**config.mk**
```make
export PLATFORM = sky130hd
export DESIGN_NAME = au_sub_cz_seq
export DESIGN_NICKNAME = d
export VERILOG_FILES = /design/src/rtl/au_sub_cz_seq.sv
export SDC_FILE = /design/constraint.sdc
export NUM_CORES = 1
export LEC_CHECK = 0
export ABC_AREA = 1
export CORE_ASPECT_RATIO = 0.6
export CORE_UTILIZATION = 51
export CTS_CLUSTER_DIAMETER = 50
export CTS_CLUSTER_SIZE = 10
export DETAILED_ROUTE_END_ITERATION = 10
export PLACE_DENSITY = 0.78
export SLEW_MARGIN = 20
export SYNTH_ARGS = -nofsm -noshare
export SYNTH_HDL_FRONTEND = slang
export SYNTH_SLANG_ARGS = --single-unit
```
**constraint.sdc**
```tcl
create_clock -name clk -period 2.2 [get_ports clk]
set_clock_uncertainty 0.2 [all_clocks]
set_input_delay 0.22 -clock clk [delete_from_list [all_inputs] [get_ports clk]]
set_output_delay 0.22 -clock clk [all_outputs]
set_load 0.005 [all_outputs]
```
**src/rtl/au_sub_cz_seq.sv**
```systemverilog
// Digit-serial subtractor: accepts a, b, ci, then resolves DW bits per cycle,
// producing difference, borrow-out and a zero flag over the full {co, s} result.
module au_sub_cz_seq #(
    parameter int WIDTH = 8,
    parameter int DW    = 4,
    parameter int ARCH  = 0
) (
    input  logic             clk,
    input  logic             rst_n,
    input  logic             valid_i,
    output logic             ready_o,
    input  logic [WIDTH-1:0] a,
    input  logic [WIDTH-1:0] b,
    input  logic             ci,
    output logic             valid_o,
    input  logic             ready_i,
    output logic [WIDTH-1:0] s,
    output logic             co,
    output logic             z
);

    localparam int N  = (WIDTH + DW - 1) / DW;
    localparam int NW = N * DW;
    localparam int CW = (N > 1) ? $clog2(N) : 1;
    // Marks the real operand bits inside the zero-padded digit vector.
    localparam logic [NW-1:0] MASK = {NW{1'b1}} >> (NW - WIDTH);

    if (WIDTH < 1) begin : g_bad_width
        $fatal(1, "au_sub_cz_seq: illegal WIDTH=%0d", WIDTH);
    end
    if (DW < 1 || DW > WIDTH) begin : g_bad_dw
        $fatal(1, "au_sub_cz_seq: illegal DW=%0d", DW);
    end
    if (ARCH < 0 || ARCH > 2) begin : g_bad_arch
        $fatal(1, "au_sub_cz_seq: illegal ARCH=%0d", ARCH);
    end

    typedef enum logic [1:0] {
        IDLE = 2'd0,
        CALC = 2'd1,
        DONE = 2'd2
    } state_t;

    state_t           state_q, state_d;
    logic [NW-1:0]    a_q, a_d, b_q, b_d, res_q, res_d;
    logic             borrow_q, borrow_d, zacc_q, zacc_d;
    logic [CW-1:0]    cnt_q, cnt_d;
    logic [WIDTH-1:0] s_q, s_d;
    logic             co_q, co_d, z_q, z_d;

    logic [DW:0]      diff_s;
    logic [DW-1:0]    dmask_s;
    logic [NW-1:0]    diff_ext_s, res_nxt_s;
    logic             zacc_nxt_s;

    // Current digit: operands are shifted down so digit k always sits at bit 0.
    always_comb begin
        diff_s     = {1'b0, a_q[DW-1:0]} - {1'b0, b_q[DW-1:0]} - {{DW{1'b0}}, borrow_q};
        dmask_s    = DW'(MASK >> (DW * int'(cnt_q)));
        diff_ext_s = '0;
        diff_ext_s[NW-1 -: DW] = diff_s[DW-1:0];
        res_nxt_s  = (res_q >> DW) | diff_ext_s;
        zacc_nxt_s = zacc_q & ((diff_s[DW-1:0] & dmask_s) == {DW{1'b0}});
    end

    // Next-state and datapath control.
    always_comb begin
        state_d  = state_q;
        a_d      = a_q;
        b_d      = b_q;
        res_d    = res_q;
        borrow_d = borrow_q;
        zacc_d   = zacc_q;
        cnt_d    = cnt_q;
        s_d      = s_q;
        co_d     = co_q;
        z_d      = z_q;
        case (state_q)
            IDLE: begin
                if (valid_i) begin
                    a_d      = NW'(a);
                    b_d      = NW'(b);
                    borrow_d = ci;
                    cnt_d    = '0;
                    zacc_d   = 1'b1;
                    res_d    = '0;
                    state_d  = CALC;
                end else begin
                    state_d  = IDLE;
                end
            end
            CALC: begin
                a_d      = a_q >> DW;
                b_d      = b_q >> DW;
                res_d    = res_nxt_s;
                borrow_d = diff_s[DW];
                zacc_d   = zacc_nxt_s;
                if (cnt_q == CW'(N - 1)) begin
                    cnt_d   = '0;
                    s_d     = res_nxt_s[WIDTH-1:0];
                    co_d    = diff_s[DW];
                    z_d     = zacc_nxt_s & ~diff_s[DW];
                    state_d = DONE;
                end else begin
                    cnt_d   = cnt_q + CW'(1);
                    state_d = CALC;
                end
            end
            DONE: begin
                if (ready_i) begin
                    state_d = IDLE;
                end else begin
                    state_d = DONE;
                end
            end
            default: begin
                state_d = IDLE;
            end
        endcase
    end

    // State and datapath registers; reset discards any operation in flight.
    always_ff @(posedge clk or negedge rst_n) begin
        if (!rst_n) begin
            state_q  <= IDLE;
            a_q      <= '0;
            b_q      <= '0;
            res_q    <= '0;
            borrow_q <= 1'b0;
            zacc_q   <= 1'b0;
            cnt_q    <= '0;
            s_q      <= '0;
            co_q     <= 1'b0;
            z_q      <= 1'b0;
        end else begin
            state_q  <= state_d;
            a_q      <= a_d;
            b_q      <= b_d;
            res_q    <= res_d;
            borrow_q <= borrow_d;
            zacc_q   <= zacc_d;
            cnt_q    <= cnt_d;
            s_q      <= s_d;
            co_q     <= co_d;
            z_q      <= z_d;
        end
    end

    assign ready_o = (state_q == IDLE);
    assign valid_o = (state_q == DONE);
    assign s       = s_q;
    assign co      = co_q;
    assign z       = z_q;

endmodule

```
== Word level (Yosys, flattened, before mapping) ==
Index checks and enable logic that the tools add are counted.
W data, S select, Z words.

* Logic and storage cells: 44
* Flip-flop bits (word level): 39
* Bits of input ports: 21
* Output and inout bits: 12

* $add $sub $neg: 3
* Reductions and logical operators: 5
* Muxes and demuxes: 17
* Equality and inequality tests: 3
* Shift operators: 1
* Bitwise logic cells: 5

{| class="wikitable"
|+ Operator list
! operator !! number
|-
| $pmux W8 S2 || 3
|-
| $mux W8 || 3
|-
| $or A4 B8 Y8 || 1
|-
| $shr A8 B3 Y4 const A || 1
|-
| $pmux W1 S2 || 3
|-
| $pmux W2 S3 || 1
|-
| $mux W1 || 5
|-
| $sub A4 B4 Y5 || 1
|-
| $sub A5 B1 Y5 || 1
|-
| $and A4 B4 Y4 || 1
|-
| $logic_not A4 Y1 || 1
|-
| $mux W2 || 2
|-
| $reduce_and A2 Y1 || 2
|-
| $and A1 B1 Y1 || 2
|-
| $eq A2 B1 Y1 const B || 1
|-
| $eq A2 B2 Y1 const B || 1
|-
| $logic_not A2 Y1 || 1
|-
| $ne A2 B2 Y1 const B || 1
|-
| $reduce_bool A2 Y1 || 1
|-
| $add A1 B1 Y1 const B || 1
|-
| $not A1 Y1 || 1
|}

== Depth between registers and ports, before layout ==
Gate-level depths: netlist of run 1.

* Depth after elaboration: 6
* Mapped depth: 12
* Gate-level depth less buffers: 12

== Worst setup path after synthesis of run 1 ==
No wires, ideal clock.

* Kind: register -> register
* From: register a_q[0]
* To: register z_q, in the netlist z
* Setup time: 0.065 ns
* Clock period less this slack: 1.974 ns
* Data required time: 1.935 ns
* Path buffers: 0
* Arrival: 1.709 ns
* Stages on the path, launching flop included: 11
* Slack: 0.226 ns
* Path through: dfrtp_1 > fa_1 > inv_1 > ha_1 > o21ai_0 > nand2_1 > nand2_1 > nand2_1 > nor2_1 > nand2_1 > nand2_1

* Cells in the longest elaborated chain, start to end: 6
* Elaborated cells between the ends (all ways): 7
* Classes of those cells: add/sub: 2; bitwise: 4; reduce/logical: 1

{| class="wikitable"
|+ RTL lines
! item !! line !! text
|-
| from (decl) || 45 || <nowiki>logic [NW-1:0] a_q, a_d, b_q, b_d, res_q, res_d;</nowiki>
|-
| from (signal assigned) || 126 || <nowiki>a_q <= '0;</nowiki>
|-
| from (signal assigned) || 137 || <nowiki>a_q <= a_d;</nowiki>
|-
| $sub A4 B4 Y5 * || 58 || <nowiki>diff_s = {1'b0, a_q[DW-1:0]} - {1'b0, b_q[DW-1:0]} - {{DW{1'b0}}, borrow_q};</nowiki>
|-
| $sub A5 B1 Y5 * || 58 ||
|-
| $and A4 B4 Y4 || 63 || <nowiki>zacc_nxt_s = zacc_q & ((diff_s[DW-1:0] & dmask_s) == {DW{1'b0}});</nowiki>
|-
| $logic_not A4 Y1 || 63 ||
|-
| $and A1 B1 Y1 || 63 ||
|-
| $and A1 B1 Y1 * || 102 || <nowiki>z_d = zacc_nxt_s & ~diff_s[DW];</nowiki>
|-
| to (signal assigned) || 145 || <nowiki>z_q <= z_d;</nowiki>
|-
| to (decl) || 49 || <nowiki>logic co_q, co_d, z_q, z_d;</nowiki>
|}

Mark *: on every way between the ends. The rest lies on a longest branch, timed or not.
A chain may end at the register's enable or synchronous reset.

== Final worst setup path of run 1 ==
Same ends and word-level chain as after synthesis.

==> run_results.csv, run 1 <==
group,metric,value,unit
outcome,status,"completed",
pwr,p_per_area,1710,nW/um2
synthesis,ys.warnings.count,0,
detailed_routing,first_pass_iters,4,
detailed_routing,routed_wl,3610,um
synthesis,ys_seq_elements,35,
detailed_routing,wl_per_cell,13.5,um
clocking,cts_root_buf,"clkbuf_8",
floorplanning,start_util,0.561,
global_routing,grt_pass1_vias,1231,
synthesis,syn_nets,217,
clocking,clockBufferDepth,2,
floorplanning,die_w,76.2,um
synthesis,synthTopCellsByCount,"nand2_1 (52), dfrtp_1 (35), inv_1 (24), nand3_1 (10), o21ai_0 (10)",
critical_path,critical_path_buf_inv_count,0,
global_routing,grt_max_degree,36,
synthesis,synth_area,1680,um2
sta,period_share,0.956,
sta,hold_viol,0,
detailed_routing,viasPerCell,5.06,
sta,slew_viol_final,0,
floorplanning,ios,33,
synthesis,synth_edf_count,0,
critical_path,crit_chain,"fa_1 -> ha_1 -> xnor2_2 -> nand3b_1 -> nor2_2 -> nand2_1 -> nand2_1",
floorplanning,fp.dieH,46.5,um
sta,setup_viol,0,
finish,nFillCells,215,
clocking,cts_tree,"built",
sta,min_period,2.10,ns
sta,fmaxAchievable,0.476,GHz
finish,nNetsFinal,254,
critical_path,critPathMaxStageDelay,0.50,ns
clocking,holdBufCountCts,0,
critical_path,critPathKind,"reg2reg",
synthesis,yosys.cell_count.top_type,"nand2_1",
floorplanning,row_count,15,
place,port-buffer-count,32,
sta,holdWs,0.138,ns
pwr,vdd_drop_max,0.000866,V
global_routing,antenna_found_initial,0,
detailed_routing,vias,1355,
flow_run,drv_cap,0,
synthesis,synth_area_leaders,"dfrtp_1 (52%), nand2_1 (12%), inv_1 (5.3%)",
synthesis,synthDistinctLibCells,24,
critical_path,cp.arrival,2.13,ns
place,place.gp.congestion,0.919,
finish,drive_gt1_frac,0.119,
critical_path,start_kind,"flip-flop",
finish,fin_util,0.718,
critical_path,critPathRequiredTime,2.23,ns
finish,antennaDiodeCount,0,
critical_path,cpMaxStageDelayCell,"fa_1",
pwr,finalPower,3.68,mW
synthesis,syn_inst,188,
synthesis,synthFlopType,"dfrtp_1",
clocking,clk_pin_slew_worst_paths,0.08,ns
critical_path,crit_family,"adder cells",
synthesis,synth_top_cell_by_area,"dfrtp_1",
detailed_routing,drtAntennaViolNets,0,
finish,area_delta_synth_final,28.1,%
clocking,cts_buffers,5,
hold_path,hp-class,"in2async",
place,dp_hpwl,2660,um
sta,tightestPinTransition,0.439,ns
critical_path,endpoint_kind,"flip-flop",
synthesis,synthArstFlopShare,1.00,
sta,setup_tns,0,ns
floorplanning,core_area,3000,um2
critical_path,cp_common_cell,"nand2_1",
clocking,worstSkewPairLatency,0.29,ns
clocking,cts.sinks,35,
global_routing,globalRouteOverflowTotal,0,
detailed_routing,drtIter0Drc,107,
clocking,cts_max_level,2,
pwr,power.leakage,1.06,nW
clocking,cts_setup_buffers,0,
synthesis,syn_area_per_cell,8.96,um2
detailed_routing,drc,0,
global_routing,track_usage,0.227,
synthesis,ys_seq_area_frac,0.520,
global_routing,grt_first_pass_wirelength,5890,um
sta,slew_headroom,0.707,
critical_path,critPathMaxFanout,3,
synthesis,synth_top_area_frac,0.520,
floorplanning,dieArea,3540,um2
-- state kept, by name (all words and copies together), names as in the netlist --
name	count
zacc_q	1
s	8
res_q	4
borrow_q	1
z	1
cnt_q	1
b_q	8
state_q	2
co	1
a_q	8
-- path summary, 6_finish.rpt --
check / endpoint / slack (ns) / start / cells past startpoint
setup reg to reg: z$_DFFE_PN0P_ / 0.1 / a_q[0]$_DFFE_PN0P_ / 7
setup / recovery: z$_DFFE_PN0P_ / 0.1 / a_q[0]$_DFFE_PN0P_ / 7
max in group asynchronous: b_q[0]$_DFFE_PN0P_ / 1.35 / rst_n / 2
hold reg to reg: b_q[4]$_DFFE_PN0P_ / 0.28 / b_q[4]$_DFFE_PN0P_ / 2
hold / removal: a_q[3]$_DFFE_PN0P_ / 0.14 / rst_n / 2
min in group clk: b_q[4]$_DFFE_PN0P_ / 0.28 / b_q[4]$_DFFE_PN0P_ / 2
-- power by group --
group	internal [mW]	total, mW	switching (mW)
combinational	0.890	2.09	1.20
sequential	0.956	1.12	0.163
clock	0.220	0.471	0.251
-- cell usage in the layout (no fill, tap or decap), types with 5 or more instances in the layout --
cell type	synthesis	final
clkdlybuf4s50_1	0	32
nor3_1	5	5
clkbuf_8	0	5
ha_1	6	6
dfrtp_1	35	35
o21ai_0	10	9
nand3_1	10	10
nor2_1	9	8
o21ai_1	6	6
nand2_1	52	52
inv_1	24	24
-- logic make-up after synthesis --
kind of cell | count (synthesis) | share of synthesized area
simple gates | 83 | 0.217
flops | 35 | 0.520
buf+inv | 33 | 0.0854
compound gates | 27 | 0.0988
fa+ha+maj | 8 | 0.0684
xor+xnor | 2 | 0.0104
-- stage by stage --
step                      instance area, um2  cells  setup slack (ns)
after global placement                  2040    260             0.171
after detailed placement                2040    260           0.00625
after floorplan                         1680    188             0.226
after global routing                    2160    268           -0.0174
final                                   2160    268            0.0973
after CTS                               2130    268           0.00815
-- metal layers --
layer | up-vias | wire (um) | track usage
li1 | 668 | - | -
met1 | 638 | 1740 | 0.307
met2 | 45 | 1640 | 0.364
met3 | 4 | 217 | 0.0752
met4 | 0 | 14 | 0.0462
met5 | - | 0 | 0
-- final cells by class --
| class | instances | area [um2] | share of cell area |
|---|---|---|---|
| Sequential cell | 35 | 876 | 0.406 |
| Multi-Input combinational cell | 120 | 688 | 0.319 |
| Timing Repair Buffer | 36 | 350 | 0.162 |
| Inverter | 27 | 101 | 0.0470 |
| Clock buffer | 5 | 68.8 | 0.0319 |
| Tap cell | 42 | 52.6 | 0.0244 |
| Clock inverter | 3 | 20.0 | 0.00928 |
-- worst register-to-register path, cell delays in order (launching register included) --
cell and delay, ns:
dfrtp_1 0.41, fa_1 0.50, ha_1 0.32, xnor2_2 0.23, nand3b_1 0.13, nor2_2 0.14, nand2_1 0.06, nand2_1 0.07
-- what timing repair did --
action | CTS | global route
resized for setup | 1 | 5
endpoints found under the setup margin | 1 | 2
gates cloned | 0 | 0
(Power assumes the default switching activity.)
==> run 2: changes to the inputs <==
Settings changed: CTS_CLUSTER_DIAMETER 50 to 120.
==> results of run 2 <==
Final layout, timing and power as in run 1 (identical DEF).
==> RTL change 1 (settings of run 1) <==
The 3 states of `state_t` get a one-hot encoding in 3 bits.
--- a/src/rtl/au_sub_cz_seq.sv
+++ b/src/rtl/au_sub_cz_seq.sv
@@ -36,8 +36,8 @@
     end
 
-    typedef enum logic [1:0] {
-        IDLE = 2'd0,
-        CALC = 2'd1,
-        DONE = 2'd2
+    typedef enum logic [2:0] {
+        IDLE = 3'b001,
+        CALC = 3'b010,
+        DONE = 3'b100
     } state_t;
 
Behaviour: no difference found for any inputs over 10 cycles, from zero or initial values and one cycle with rst_n low; not proved beyond that.
==> RTL change 1 against run 1 <==
- sequential cell count grew 1
- cell count did not move
- hold slack improved by 0.83 ps
- wire length shrank 5.9%
- critical path depth grew 1
- total power is 11% lower
- worst setup slack is essentially flat
- synthesized area grew 1.3%
- sequential share of layout area increased by 1.3 points
- design area down 0.23%
- die area grew 1.2%
==> RTL change 1: results (changes against run 1) <==
[layout]
layout-drive-gt1-share = 0.07080  ; -0.04867
layout.filler_cells = 231  ; +7.4%
antennaDiodeCount = 0  ; unchanged
num-nets-final = 255  ; +0.39%

[clock_tree]
post-cts-setup-buffers = 0  ; unchanged
cts-resized-gates = 0  ; -1
cts-buffers-inserted = 5  ; unchanged
cts.htree.levels = 2  ; unchanged
max-clock-path-buffers = 2  ; unchanged
clk_latency_ps = 290  ; about the same
clkSlewWorstSetupHoldPaths_ps = 70
root_buffer = sky130_fd_sc_hd__clkbuf_8

[setup_path]
critical_path_arrival_ps = 2110  ; -20 ps
crit_path_max_fanout = 2  ; -1
timing.critical_path.slowest_stage_cell = sky130_fd_sc_hd__fa_1
critical-path-max-stage-delay_ps = 570  ; +70 ps
cell_family_with_most_cp_delay = adder cells

[logic_synthesis]
ys.warnings.count = 0  ; unchanged
synth.distinct_cells = 24  ; unchanged
synthTopCellsByArea = sky130_fd_sc_hd__dfrtp_1 (51%), sky130_fd_sc_hd__nand2_1 (9.7%), sky130_fd_sc_hd__inv_1 (5.7%)
post_synth_most_frequent_cells = sky130_fd_sc_hd__nand2_1 (44), sky130_fd_sc_hd__dfrtp_1 (35), sky130_fd_sc_hd__inv_1 (26)
synth-async-reset-ratio = 1.000  ; unchanged
synthesized_net_count = 219  ; +0.92%
seq_area_frac_synth = 0.5290  ; +0.008921

[global_route]
initial_antenna_violation_count = 0  ; unchanged
grt_start_max_net_pins = 37  ; +2.8%
grt_pass1_vias = 1314  ; +6.7%
grt_pass1_wl_um = 5851  ; -0.58%
groute.usage.overall = 0.2199  ; -0.006989

[place]
place.port_buffers = 32  ; unchanged
place_hpwl_um = 2478  ; -6.8%
rd_place_congestion = 0.8034  ; -13%
dpl_worst_slack_ps = 138.5  ; +132.2 ps

[power_and_ir_drop]
power.switching_w = 0.001325  ; -18%
standby_leakage_power_nw = 1.063  ; +0.35%
peakVddDrop_v = 0.0008047  ; -7.0%

[sta]
max_slew.worst_pin.slew_ps = 459.0  ; +19.85 ps

[detailed_routing]
dr.first_iter.drc_count = 52  ; -51%
vias_per_cell = 5.063  ; +0.15%
detail_route.first_pass.iterations = 4  ; unchanged
wl_per_cell_um = 12.69  ; -5.9%

[status]
outcome = finished, final reports clean

[hold_path]
hold_path_class = in -> async

## RTL change 1: layout make-up
| class | count | area share |
|---|---|---|
| clock buffer | 7 | 0.04477 |
| tap | 42 | 0.02442 |
| multi-input combinational | 121 | 0.3070 |
| inverter | 28 | 0.04884 |
| timing repair buffer | 34 | 0.1558 |
| sequential | 36 | 0.4192 |
## RTL change 1: power groups by stage
stage | Clock [W] | Sequential, W | Combinational (W)
2_1_floorplan | 0 | 0.00111 | 0.00117
3_3_place_gp | 0 | 0.00111 | 0.00158
3_5_place_dp | 0 | 0.00113 | 0.00165
4_1_cts | 0.000512 | 0.00112 | 0.00166
5_1_grt | 0.000535 | 0.00116 | 0.00189
6_report | 0.000507 | 0.00112 | 0.00165
## RTL change 1: logic make-up after synthesis
group                      Yosys count  synth area share
and+or+nand+nor                     85            0.2230
DFF                                 36            0.5290
xor gates and xnor gates             1          0.005137
buffers and inverters               33           0.08363
adders and majority gates            8           0.06750
AOI/OAI and AO/OA                   27           0.09171
## RTL change 1: worst paths after layout
check / start / to / slack, ps / depth (start not counted)
max: a_q[0] / z / 100 / 8
min: rst_n / b_q[6] / 140 / 2
max reg2reg: a_q[0] / z / 100 / 8
min reg2reg: s[4] / s[4] / 290 / 2
max in group asynchronous: rst_n / state_q[0] / 1300 / 2
min in group clk: b[7] / b_q[7] / 260 / 3
## RTL change 1: per-stage QoR
stage / instance area, µm² / power (W) / instances / hold slack, ps
finish: 2152 / 0.003282 / 268 / 138.9
global route: 2152 / 0.003586 / 268 / 181.9
CTS: 2152 / 0.003289 / 268 / 159.8
detailed placement: 2056 / 0.002779 / 261 / 271.9
global placement: 2056 / 0.002694 / 261 / 266.1
floorplan: 1705 / 0.002276 / 190 / -275.6
## RTL change 1: metal layers
layer | part of all wire | global-route usage
met2 | 0.47 | 0.3820
met4 | 0.0035 | 0.05769
met3 | 0.051 | 0.06990
met5 | 0 | 0
met1 | 0.48 | 0.2788
==> RTL change 2 (settings of run 1) <==
Made on the original files. Change the parameter `WIDTH` from 8 to 32.
--- a/src/rtl/au_sub_cz_seq.sv
+++ b/src/rtl/au_sub_cz_seq.sv
@@ -2,5 +2,5 @@
 // producing difference, borrow-out and a zero flag over the full {co, s} result.
 module au_sub_cz_seq #(
-    parameter int WIDTH = 8,
+    parameter int WIDTH = 32,
     parameter int DW    = 4,
     parameter int ARCH  = 0
Interface: changed (resized a, b and s); port bits go from 33 to 105. No check against the original RTL was run, so the function may have changed too.
==> RTL change 2 against run 1 <==
- the flow now finishes with violations (negative setup slack)
- sequential power rose to 3.6 times the old value
- critical path depth up 2
- design area rose to 3.6 times the old value
- synthesized area rose to 3.5 times the old value
- total power rose to 3.3 times the old value
- worst setup slack worse by 160 ps
- clock power rose to 5.9 times the old value
- wire length rose to 4.0 times the old value
- global-route usage up 3.2 points
- cell count rose to 3.3 times the old value
- sequential cell count up 98
- highest routed layer unchanged
==> RTL change 2: results (changes against run 1) <==
[detailed_routing]
vias_per_cell = 5.469  ; +8.2%
dr.first_iter.drc_count = 376  ; +250%
dr_wl_met3_um = 803  ; +270%
route.final.wire_length_um = 14450  ; +300%
detail_route.first_pass.iterations = 5  ; +1
routedLengthMet1_um = 6486  ; +270%
route.top_layer_used = met4
wl_met2_um = 6903  ; +320%

[sta]
final.setup.worst_slack_ps = -65.50  ; -162.8 ps
finalSetupTns_ps = -121.4  ; -121.4 ps
total_of_endpoints_with_negative_setup_slack_in_the_final_report = 2  ; +2
relSlewSlack = 0.6663  ; -0.04096

[setup_path]
crit_path_max_fanout = 2  ; -1
critical-path-max-stage-delay_ps = 480  ; -20 ps
cell_family_with_most_cp_delay = adder cells
critical_path_arrival_ps = 2420  ; +290 ps
timing.critical_path.slowest_stage_cell = sky130_fd_sc_hd__fa_2

[logic_synthesis]
post_synth_most_frequent_cells = sky130_fd_sc_hd__nand2_1 (148), sky130_fd_sc_hd__dfrtp_1 (133), sky130_fd_sc_hd__inv_1 (75)
synthesized_net_count = 703  ; +220%
synth_enable_flop_cells = 0  ; unchanged
seq_area_frac_synth = 0.5668  ; +0.04674
ys.warnings.count = 0  ; unchanged
synth-async-reset-ratio = 1.000  ; unchanged
synthTopCellsByArea = sky130_fd_sc_hd__dfrtp_1 (57%), sky130_fd_sc_hd__nand2_1 (9.5%), sky130_fd_sc_hd__a211oi_2 (5.3%)
synth.distinct_cells = 31  ; +29%

[clock_tree]
cts.htree.levels = 4  ; +2
root_buffer = sky130_fd_sc_hd__clkbuf_16
post-cts-setup-buffers = 0  ; unchanged
clk_latency_ps = 410  ; +120 ps
cts-buffers-inserted = 17  ; +12
cts-resized-gates = 5  ; +4
max-clock-path-buffers = 2  ; unchanged
holdBufCountCts = 1  ; +1
clkSlewWorstSetupHoldPaths_ps = 60  ; -20 ps

[place]
place_hpwl_um = 9286  ; +250%
rd_place_congestion = 0.8376  ; -8.8%
place.port_buffers = 104  ; +230%

[layout]
antennaDiodeCount = 0  ; unchanged
layout.filler_cells = 770  ; +260%
layout-drive-gt1-share = 0.1206  ; +0.001127
num-nets-final = 805  ; +220%

[power_and_ir_drop]
peakVddDrop_v = 0.0009212  ; +6.4%
standby_leakage_power_nw = 3.500  ; +230%
cellInternalPower_w = 0.007487  ; +260%

[global_route]
groute.usage.overall = 0.2588  ; +0.03186
initial_antenna_violation_count = 0  ; unchanged
grt_start_max_net_pins = 54  ; +50%
grt_pass1_vias = 4784  ; +290%
global_route.usage.met1 = 0.3580  ; +0.05092
grt_pass1_wl_um = 23870  ; +310%
grtUsageMet3 = 0.05700  ; -0.01825
grt.met2_usage = 0.4114  ; +0.04773

[status]
outcome = finished, violations left
failed_checks = negative setup slack

[hold_path]
hold_path_class = in -> async

-- RTL change 2: changes by cell type after synthesis, sizes merged, moves of 24 or more --
cell | before | now
nor3 | 5 | 32
a211oi | 5 | 32
dfrtp | 35 | 133
buf | 6 | 30
o22ai | 3 | 27
inv | 27 | 79
o21ai | 16 | 60
nand2 | 55 | 149
nor2 | 11 | 40
-- RTL change 2: through the flow --
| stage | setup WS [ps] | power [W] | util | instances | area, µm² |
|---|---|---|---|---|---|
| after global routing | -93.29 | 0.01294 | 0.7056 | 877 | 7681 |
| after detailed placement | -104.8 | 0.008886 | 0.6461 | 843 | 7033 |
| after global placement | 41.78 | 0.008587 | 0.6461 | 843 | 7033 |
| after CTS | -13.36 | 0.01183 | 0.7009 | 875 | 7630 |
| after floorplan | 123.1 | 0.007285 | - | 624 | 5872 |
| final | -65.50 | 0.01212 | 0.7056 | 877 | 7681 |
-- RTL change 2: kinds of logic (layout without fill, tap and decap cells) --
family	Yosys count	count (layout)	share of synthesized area
buf+inv	118	232	0.08800
fa+ha+maj	10	10	0.02387
compound gates	132	132	0.1619
xor+xnor	2	2	0.002984
simple gates	229	229	0.1564
flops	133	133	0.5668
-- RTL change 2: worst paths after layout --
path	start	end	slack, ps	cells past startpoint
setup / recovery	a_q[0]	z	-70	9
hold / removal	rst_n	a_q[13]	120	2
setup reg to reg	a_q[0]	z	-70	9
hold reg to reg	b_q[15]	b_q[15]	280	2
max in group asynchronous	rst_n	res_q[11]	1030	3
min in group clk	ready_i	state_q[1]	200	2
-- RTL change 2: final cells by class --
type                            count  area (µm²)  share of cell area
Clock buffer                       23       447.9             0.05832
Clock inverter                      8       127.6             0.01662
Inverter                           79       299.0             0.03893
Multi-Input combinational cell    373        2087              0.2717
Sequential cell                   133        3328              0.4333
Tap cell                          139       173.9             0.02264
Timing Repair Buffer              122        1217              0.1585
-- RTL change 2: worst reg2reg max path, stage by stage, from the launching register on --
cell	delay (ps)
sky130_fd_sc_hd__dfrtp_1	420
sky130_fd_sc_hd__fa_2	430
sky130_fd_sc_hd__fa_2	480
sky130_fd_sc_hd__nor2_2	140
sky130_fd_sc_hd__nand3_2	110
sky130_fd_sc_hd__nor2_4	150
sky130_fd_sc_hd__inv_1	60
sky130_fd_sc_hd__nor2_1	100
sky130_fd_sc_hd__nand2_1	60
sky130_fd_sc_hd__nand2_1	50
-- RTL change 2: power groups by stage --
stage	combinational [W]	sequential [W]	clock (W)
finish	0.00530	0.00404	0.00278
global route	0.00587	0.00415	0.00292
CTS	0.00499	0.00404	0.00281
detailed placement	0.00484	0.00405	0
global placement	0.00458	0.00401	0
floorplan	0.00333	0.00396	0
